`config.mk`:
```
export PLATFORM = sky130hd
export DESIGN_NAME = mdr_beat_engine
export DESIGN_NICKNAME = d
export VERILOG_FILES = /design/src/rtl/mdr_beat_engine.sv
export SDC_FILE = /design/constraint.sdc
export NUM_CORES = 1
export LEC_CHECK = 0
export ABC_AREA = 1
export CORE_UTILIZATION = 45
export DETAILED_ROUTE_END_ITERATION = 6
export PLACE_DENSITY = 0.76
export SKIP_LAST_GASP = 1
export SLEW_MARGIN = 30
export SYNTH_ARGS = -nofsm -noshare
export SYNTH_HDL_FRONTEND = slang
export SYNTH_SLANG_ARGS = --single-unit
```
`constraint.sdc`:
```
create_clock -name clk -period 4.3 [get_ports clk]
set_input_delay 0.86 -clock clk [delete_from_list [all_inputs] [get_ports clk]]
set_output_delay 0.86 -clock clk [all_outputs]
set_load 0.05 [all_outputs]
```
`src/rtl/mdr_beat_engine.sv`:
```
// Memory data register: holds one WORD_W-bit word. Supports direct narrow/wide writes,
// and multi-beat serial load (assemble) and serial store (emit under valid/ready).
module mdr_beat_engine #(
  parameter int BEAT_W = 9,
  parameter int BEATS  = 2
) (
  input  logic                      clk,
  input  logic                      rst_n,
  input  logic                      wr_narrow,
  input  logic [BEAT_W-1:0]         din_narrow,
  input  logic                      sext,
  input  logic                      wr_wide,
  input  logic [BEAT_W*BEATS-1:0]   din_wide,
  input  logic                      ld_start,
  input  logic                      mem_valid,
  input  logic [BEAT_W-1:0]         mem_data,
  input  logic                      st_start,
  input  logic                      st_ready,
  output logic                      st_valid,
  output logic [BEAT_W-1:0]         st_data,
  input  logic                      abort,
  output logic                      busy,
  output logic                      done,
  output logic [BEAT_W-1:0]         dout_narrow,
  output logic [BEAT_W*BEATS-1:0]   dout_wide
);

  localparam int WORD_W = BEAT_W * BEATS;
  localparam int CNT_W  = $clog2(BEATS);
  localparam logic [CNT_W-1:0] LAST = CNT_W'(BEATS - 1);

  typedef enum logic [1:0] {IDLE, LOAD, STORE} state_t;

  state_t              state;
  logic [CNT_W-1:0]    cnt;
  logic [WORD_W-1:0]   shadow;
  logic [WORD_W-1:0]   shadow_nx;
  logic [WORD_W-1:0]   snap;

  function automatic logic [WORD_W-1:0] ext_narrow(
    input logic signed [BEAT_W-1:0] d,
    input logic                     sx
  );
    logic signed [WORD_W-1:0] s;
    s = d;
    return sx ? $unsigned(s) : {{(WORD_W-BEAT_W){1'b0}}, $unsigned(d)};
  endfunction

  // Shadow plus the beat arriving this cycle; the last beat commits straight from here.
  always_comb begin
    shadow_nx = shadow;
    shadow_nx[cnt*BEAT_W +: BEAT_W] = mem_data;
  end

  always_ff @(posedge clk) begin
    if (state == LOAD && mem_valid && !abort)
      shadow <= shadow_nx;
  end

  always_ff @(posedge clk) begin
    if (!rst_n) begin
      state     <= IDLE;
      cnt       <= '0;
      dout_wide <= '0;
      snap      <= '0;
      st_valid  <= 1'b0;
      done      <= 1'b0;
    end else begin
      done <= 1'b0;
      case (state)
        IDLE: begin
          cnt <= '0;
          if (wr_wide)
            dout_wide <= din_wide;
          else if (wr_narrow)
            dout_wide <= ext_narrow(din_narrow, sext);
          else if (ld_start)
            state <= LOAD;
          else if (st_start) begin
            state    <= STORE;
            snap     <= dout_wide;
            st_valid <= 1'b1;
          end
        end
        LOAD: begin
          if (abort) begin
            state <= IDLE;
            cnt   <= '0;
          end else if (mem_valid) begin
            if (cnt == LAST) begin
              dout_wide <= shadow_nx;
              state     <= IDLE;
              cnt       <= '0;
              done      <= 1'b1;
            end else begin
              cnt <= cnt + CNT_W'(1);
            end
          end
        end
        STORE: begin
          if (abort) begin
            state    <= IDLE;
            cnt      <= '0;
            st_valid <= 1'b0;
          end else if (st_ready) begin
            if (cnt == LAST) begin
              state    <= IDLE;
              cnt      <= '0;
              st_valid <= 1'b0;
              done     <= 1'b1;
            end else begin
              cnt <= cnt + CNT_W'(1);
            end
          end
        end
        default: begin
          state    <= IDLE;
          cnt      <= '0;
          st_valid <= 1'b0;
        end
      endcase
    end
  end

  assign st_data     = snap[cnt*BEAT_W +: BEAT_W];
  assign busy        = (state != IDLE);
  assign dout_narrow = dout_wide[BEAT_W-1:0];

endmodule

```
==> impl_metrics.json, run 1 <==
{
  "cts_inserted_buffers": 9,
  "period_needed_ns": 3.02,
  "firstDrtPassIters": 7,
  "ctsHoldBuffers": 0,
  "die_area_um2": 7110,
  "critPathTopFamily": "buffers and inverters",
  "crit_cells": 3,
  "synth_seq_cells": 59,
  "synth-xor-area-share_pct": 0,
  "rr_startpoint": "state[1]$_SDFFE_PN0P_",
  "clk_pin_slew_ns": 0.08,
  "ant_nets": 0,
  "reg2reg_slack_ns": 1.72,
  "setup_viol": 0,
  "worstMarginPinSlew_ns": 0.920,
  "htree_levels": 3,
  "wirelength_um": 7620,
  "wl_per_cell_um": 13.4,
  "synth.area.mux_share_pct": 0,
  "syn_inst": 419,
  "clk_latency_ns": 0.34,
  "p_per_area_nw_per_um2": 591,
  "synth-compound-area-share_pct": 16.1,
  "grt_max_degree": 41,
  "hold_ws_ns": 0.449,
  "p_leak_nw": 1.67,
  "maxCapViolCount": 0,
  "cts_resized": 0,
  "crit_type": "flop to primary output",
  "numPortBuffers": 84,
  "fin_skew_ns": 0.00824,
  "dp.cells": 551,
  "drive_gt1_share_pct": 7.35,
  "holdCritPathClass": "flop to flop",
  "die_w_um": 84.4,
  "yosysSeqAreaShare_pct": 44.6,
  "p_total_w": 0.00237,
  "antenna_found_initial": 0,
  "fin_crit_sh_pct": 70.1,
  "required_ns": 3.44,
  "syn_nets": 470,
  "cts_tree": "built",
  "instances_no_fill": 567,
  "netlist_area_um2": 3050,
  "grt_util_all_layers_pct": 22.2,
  "yosys_warnings": 0,
  "crit_path_start_kind": "flop",
  "crit_start": "cnt$_SDFFE_PN0P_",
  "arrival_ns": 2.16,
  "clockRootBuffer": "clkbuf_8",
  "area_growth_pct": 31.5,
  "endpoint": "st_data[8]",
  "slew_headroom_pct": 38.6,
  "place.gp.congestion": 0.906,
  "yosys.area_share.simple_pct": 25.1,
  "synth_top_family_by_area": "simple AND/OR/NAND/NOR gates",
  "final_cell_area_um2": 4010,
  "slowest_stage": "clkdlybuf4s50_1",
  "layout.cells.most_common": "nand2_1",
  "cts_setup_buffers": 0,
  "coreArea_um2": 6460,
  "vias": 2880,
  "fp.dieH_um": 84.4,
  "path_buf_inv": 1,
  "rows": 29,
  "viasPerCell": 5.08,
  "end_kind": "primary output",
  "failed_checks": "DRC",
  "r2r_end": "dout_wide[4]$_SDFFE_PN0P_",
  "syn_area_per_cell_um2": 7.28,
  "drc": 7,
  "yosysUniqueCellTypes": 29,
  "slowest_delay_ns": 0.84,
  "dpl.hpwl_um": 5410,
  "reg2reg_depth": 8,
  "rsz0062_at_grt": "no",
  "final_cell_mix": "124 x nand2_1, 83 x clkdlybuf4s50_1, 52 x o21ai_0",
  "irDropWorstVdd_mv": 0.278,
  "nNetsFinal": 536,
  "post_dp_cell_area_um2": 3790,
  "status": "finished with violations",
  "drv_slew": 0,
  "yosys.area_share.adder_pct": 2.05,
  "initial_utilization_pct": 47.2,
  "hold_viol_final": 0,
  "grt_pass1_vias": 2582,
  "antenna_cells": 0,
  "grt.overflow.total": 0,
  "drt_first_iter_violations": 234,
  "grt_pass1_wl_um": 12200,
  "pin_count": 85,
  "cts.sinks": 59,
  "crit_chain": "nand2_1 -> o21ai_0 -> clkdlybuf4s50_1",
  "ctsLongestPathBuffers": 2,
  "fmax_ghz": 0.332,
  "crit_fanout": 19,
  "setup_tns_ns": 0
}
==> sequential cells by signal (all words and copies together), names as in the netlist <==
signal / flops
state: 2
dout_wide: 18
st_valid: 1
done: 1
shadow: 18
cnt: 1
snap: 18
==> worst min path at each step <==
stage / startpoint / end / slack (ns) / depth (start not counted)
6_report: snap[10]$_SDFFE_PN0P_ / snap[10]$_SDFFE_PN0P_ / 0.45 / 2
5_1_grt: snap[16]$_SDFFE_PN0P_ / snap[16]$_SDFFE_PN0P_ / 0.46 / 2
4_1_cts: snap[10]$_SDFFE_PN0P_ / snap[10]$_SDFFE_PN0P_ / 0.45 / 2
3_5_place_dp: snap[10]$_SDFFE_PN0P_ / snap[10]$_SDFFE_PN0P_ / 0.44 / 2
3_3_place_gp: snap[16]$_SDFFE_PN0P_ / snap[16]$_SDFFE_PN0P_ / 0.43 / 2
2_1_floorplan: snap[10]$_SDFFE_PN0P_ / snap[10]$_SDFFE_PN0P_ / 0.42 / 2
==> cells by family (layout without fill, tap and decap cells) <==
group / Yosys count / after routing
AOI/OAI and AO/OA: 95 / 95
adders and majority gates: 5 / 5
DFF: 59 / 59
and+or+nand+nor: 188 / 188
buffers and inverters: 72 / 143
==> where the power goes <==
part / internal [W] / leakage [nW] / switching [W] / total, W
clock: 0.000308 / 0.112 / 0.000244 / 0.000552
sequential: 0.000668 / 0.499 / 0.0000804 / 0.000749
combinational: 0.000343 / 1.06 / 0.000727 / 0.00107
==> per-stage QoR <==
step	util (%)	setup slack (ns)
floorplan	-	1.60
global placement	58.8	1.51
detailed placement	58.7	1.44
CTS	62.1	1.25
global route	62.1	1.17
finish	62.1	1.28
==> area by class of cell <==
class                           count  area, µm²
Sequential cell                    59       1360
Clock buffer                       10        149
Clock inverter                      6       70.1
Tap cell                           77       96.3
Inverter                           40        153
Multi-Input combinational cell    288       1330
Timing Repair Buffer               87        858
Fill cell                         619       2450
==> routing by layer <==
| metal | global-route usage (%) | up-vias | routed length (µm) |
|---|---|---|---|
| met2 | 35.1 | 111 | 3460 |
| met3 | 3.83 | 17 | 558 |
| met5 | 0 | - | 0 |
| met1 | 29.0 | 1286 | 3370 |
| met4 | 12.5 | 0 | 234 |
| li1 | - | 1466 | - |
==> worst min-delay path, cell delays in order (launching register included) <==
cell and delay, ns:
dfxtp_1 0.31, inv_1 0.05, a21oi_1 0.05
==> Yosys cell counts (all sizes together) <==
| library cell | number | area (µm²) |
|---|---|---|
| nand2 | 128 | 490 |
| o21ai | 62 | 318 |
| nor2 | 46 | 190 |
| dfxtp | 41 | 821 |
| inv | 40 | 153 |
| a21oi | 30 | 150 |
| buf | 27 | 196 |
| edfxtp | 18 | 541 |
| nand3 | 9 | 55.1 |
| clkbuf | 5 | 21.3 |
| ha | 5 | 62.6 |
| nand4 | 2 | 12.5 |
| o211ai | 2 | 15.0 |
| nand3b | 1 | 7.51 |
| nor3 | 1 | 5.00 |
| o21a | 1 | 7.51 |
| or2 | 1 | 6.26 |
Note: power is estimated with default switching activity, not from simulation.
==> run 2: changes to the inputs <==
- CORE_UTILIZATION: 45 -> 43
- clock period: 4.3 -> 2.55 ns (I/O delays scaled with it)
==> run 2 against run 1 <==
The flow now finishes without violations. Worst setup slack lost 1.2 ns. Clock-buffer cell count is the same. Sequential share of layout area shrank 0.86 points. Register-to-register slack lost 1.1 ns. Combinational power grew 71%. Flip-flop and latch count is the same. Final cell count grew 4.2%. Design area grew 2.6%. First-iteration DRC count shrank 48%. Critical path depth grew 1. Highest routed layer unchanged. Sequential power grew 70%. Via count is essentially flat.
==> impl_metrics.json, run 2 (synthesis results as in run 1) <==
{
  "status": "finished clean",
  "vias": 2878,
  "holdPathStages": 2,
  "post-place-ws_ns": 0.356,
  "end_kind": "primary output",
  "grt_max_degree": 41,
  "pin_count": 85,
  "grt_util_all_layers_pct": 21.2,
  "holdPathEnd": "snap[16]$_SDFFE_PN0P_",
  "initial_utilization_pct": 44.7,
  "clockRootBuffer": "clkbuf_8",
  "r2r_end": "dout_wide[8]$_SDFFE_PN0P_",
  "drv_slew": 0,
  "dp.cells": 575,
  "clk_pin_slew_ns": 0.07,
  "rows": 30,
  "busiest_layer": "met2",
  "setup_ws_ns": 0.0907,
  "crit_fanout": 4,
  "crit_path_start_kind": "flop",
  "grtUsageMet3_pct": 4.38,
  "grt_pass1_wl_um": 12100,
  "drc": 0,
  "layout.cells.most_common": "nand2_1",
  "rr_startpoint": "state[1]$_SDFFE_PN0P_",
  "ctsLongestPathBuffers": 2,
  "wl_per_cell_um": 12.4,
  "fin_crit_sh_pct": 96.4,
  "cts_tree": "built",
  "irDropWorstVdd_mv": 0.579,
  "cts_resized": 0,
  "worstMarginPinSlew_ns": 0.673,
  "holdCritPathClass": "flop to flop",
  "p_leak_nw": 1.71,
  "setup_viol": 0,
  "antenna_cells": 0,
  "wirelength_um": 7350,
  "drive_gt1_share_pct": 9.70,
  "arrival_ns": 1.95,
  "place.gp.congestion": 0.891,
  "cts.sinks": 59,
  "p_per_area_nw_per_um2": 931,
  "viasPerCell": 4.87,
  "required_ns": 2.04,
  "p_total_w": 0.00383,
  "clk_latency_ns": 0.34,
  "die_w_um": 86.2,
  "reg2reg_slack_ns": 0.58,
  "nNetsFinal": 541,
  "instances_no_fill": 591,
  "fin_skew_ns": 0.00595,
  "min_from": "snap[16]$_SDFFE_PN0P_",
  "final_cell_area_um2": 4120,
  "final_cell_mix": "124 x nand2_1, 75 x clkdlybuf4s50_1, 52 x o21ai_0",
  "hold_viol_final": 0,
  "use_met2_pct": 36.9,
  "dpl.hpwl_um": 5380,
  "maxCapViolCount": 0,
  "period_needed_ns": 2.46,
  "cts_setup_buffers": 0,
  "setup_tns_ns": 0,
  "slew_headroom_pct": 55.1,
  "ant_nets": 0,
  "crit_type": "flop to primary output",
  "htree_levels": 3,
  "grt.overflow.total": 0,
  "firstDrtPassIters": 7,
  "grt_pass1_vias": 2689,
  "coreArea_um2": 6830,
  "numPortBuffers": 84,
  "antenna_found_initial": 0,
  "largest_registers": "dout_wide (18), shadow (18), snap (18)",
  "drt_first_iter_violations": 121,
  "reg2reg_depth": 10,
  "post_dp_cell_area_um2": 3950,
  "met1_usage_pct": 23.7,
  "die_area_um2": 7440,
  "ctsHoldBuffers": 0,
  "area_growth_pct": 34.9,
  "cts_inserted_buffers": 9,
  "rsz0062_at_grt": "no",
  "fp.dieH_um": 86.2,
  "fmax_ghz": 0.407
}
run 2: worst max-delay path by stage:
stage / start / to / slack (ns) / depth (start not counted)
global route: state[0]$_SDFFE_PN0P_ / busy / 0.0008 / 4
floorplan: cnt$_SDFFE_PN0P_ / st_data[5] / 0.20 / 4
detailed placement: ld_start / snap[0]$_SDFFE_PN0P_ / 0.36 / 5
CTS: state[0]$_SDFFE_PN0P_ / busy / 0.07 / 4
finish: state[0]$_SDFFE_PN0P_ / busy / 0.09 / 4
global placement: wr_wide / snap[0]$_SDFFE_PN0P_ / 0.39 / 5
run 2: report_power, final:
| group | internal, W | switching, W | total [W] | leakage [nW] |
|---|---|---|---|---|
| sequential | 0.00113 | 0.000143 | 0.00127 | 0.499 |
| combinational | 0.000612 | 0.00121 | 0.00183 | 1.13 |
| clock | 0.000353 | 0.000384 | 0.000737 | 0.0873 |
| total | 0.00209 | 0.00174 | 0.00383 | 1.71 |
run 2: area by class of cell:
type / count / area (µm²)
Inverter: 40 / 153
Fill cell: 641 / 2720
Sequential cell: 59 / 1360
Timing Repair Buffer: 92 / 991
Multi-Input combinational cell: 288 / 1330
Clock inverter: 6 / 38.8
Tap cell: 96 / 120
Clock buffer: 10 / 128
run 2: layer usage:
metal	routed length, µm	vias up	part of all wire [%]
met3	498	19	6.8
met2	3650	113	50
met5	0	-	0
met1	2970	1272	40
met4	230	0	3.1
li1	-	1474	-
run 2: through the flow:
stage | hold slack (ns) | util, %
floorplan | 0.424 | -
global placement | 0.431 | 57.8
detailed placement | 0.437 | 57.8
CTS | 0.447 | 60.3
global route | 0.467 | 60.3
finish | 0.445 | 60.3
run 2: critical path: stages (launching register included):
cell and delay (ns):
dfxtp_1 0.40, inv_1 0.10, ha_1 0.25, inv_1 0.07
clkdlybuf4s50_1 0.79
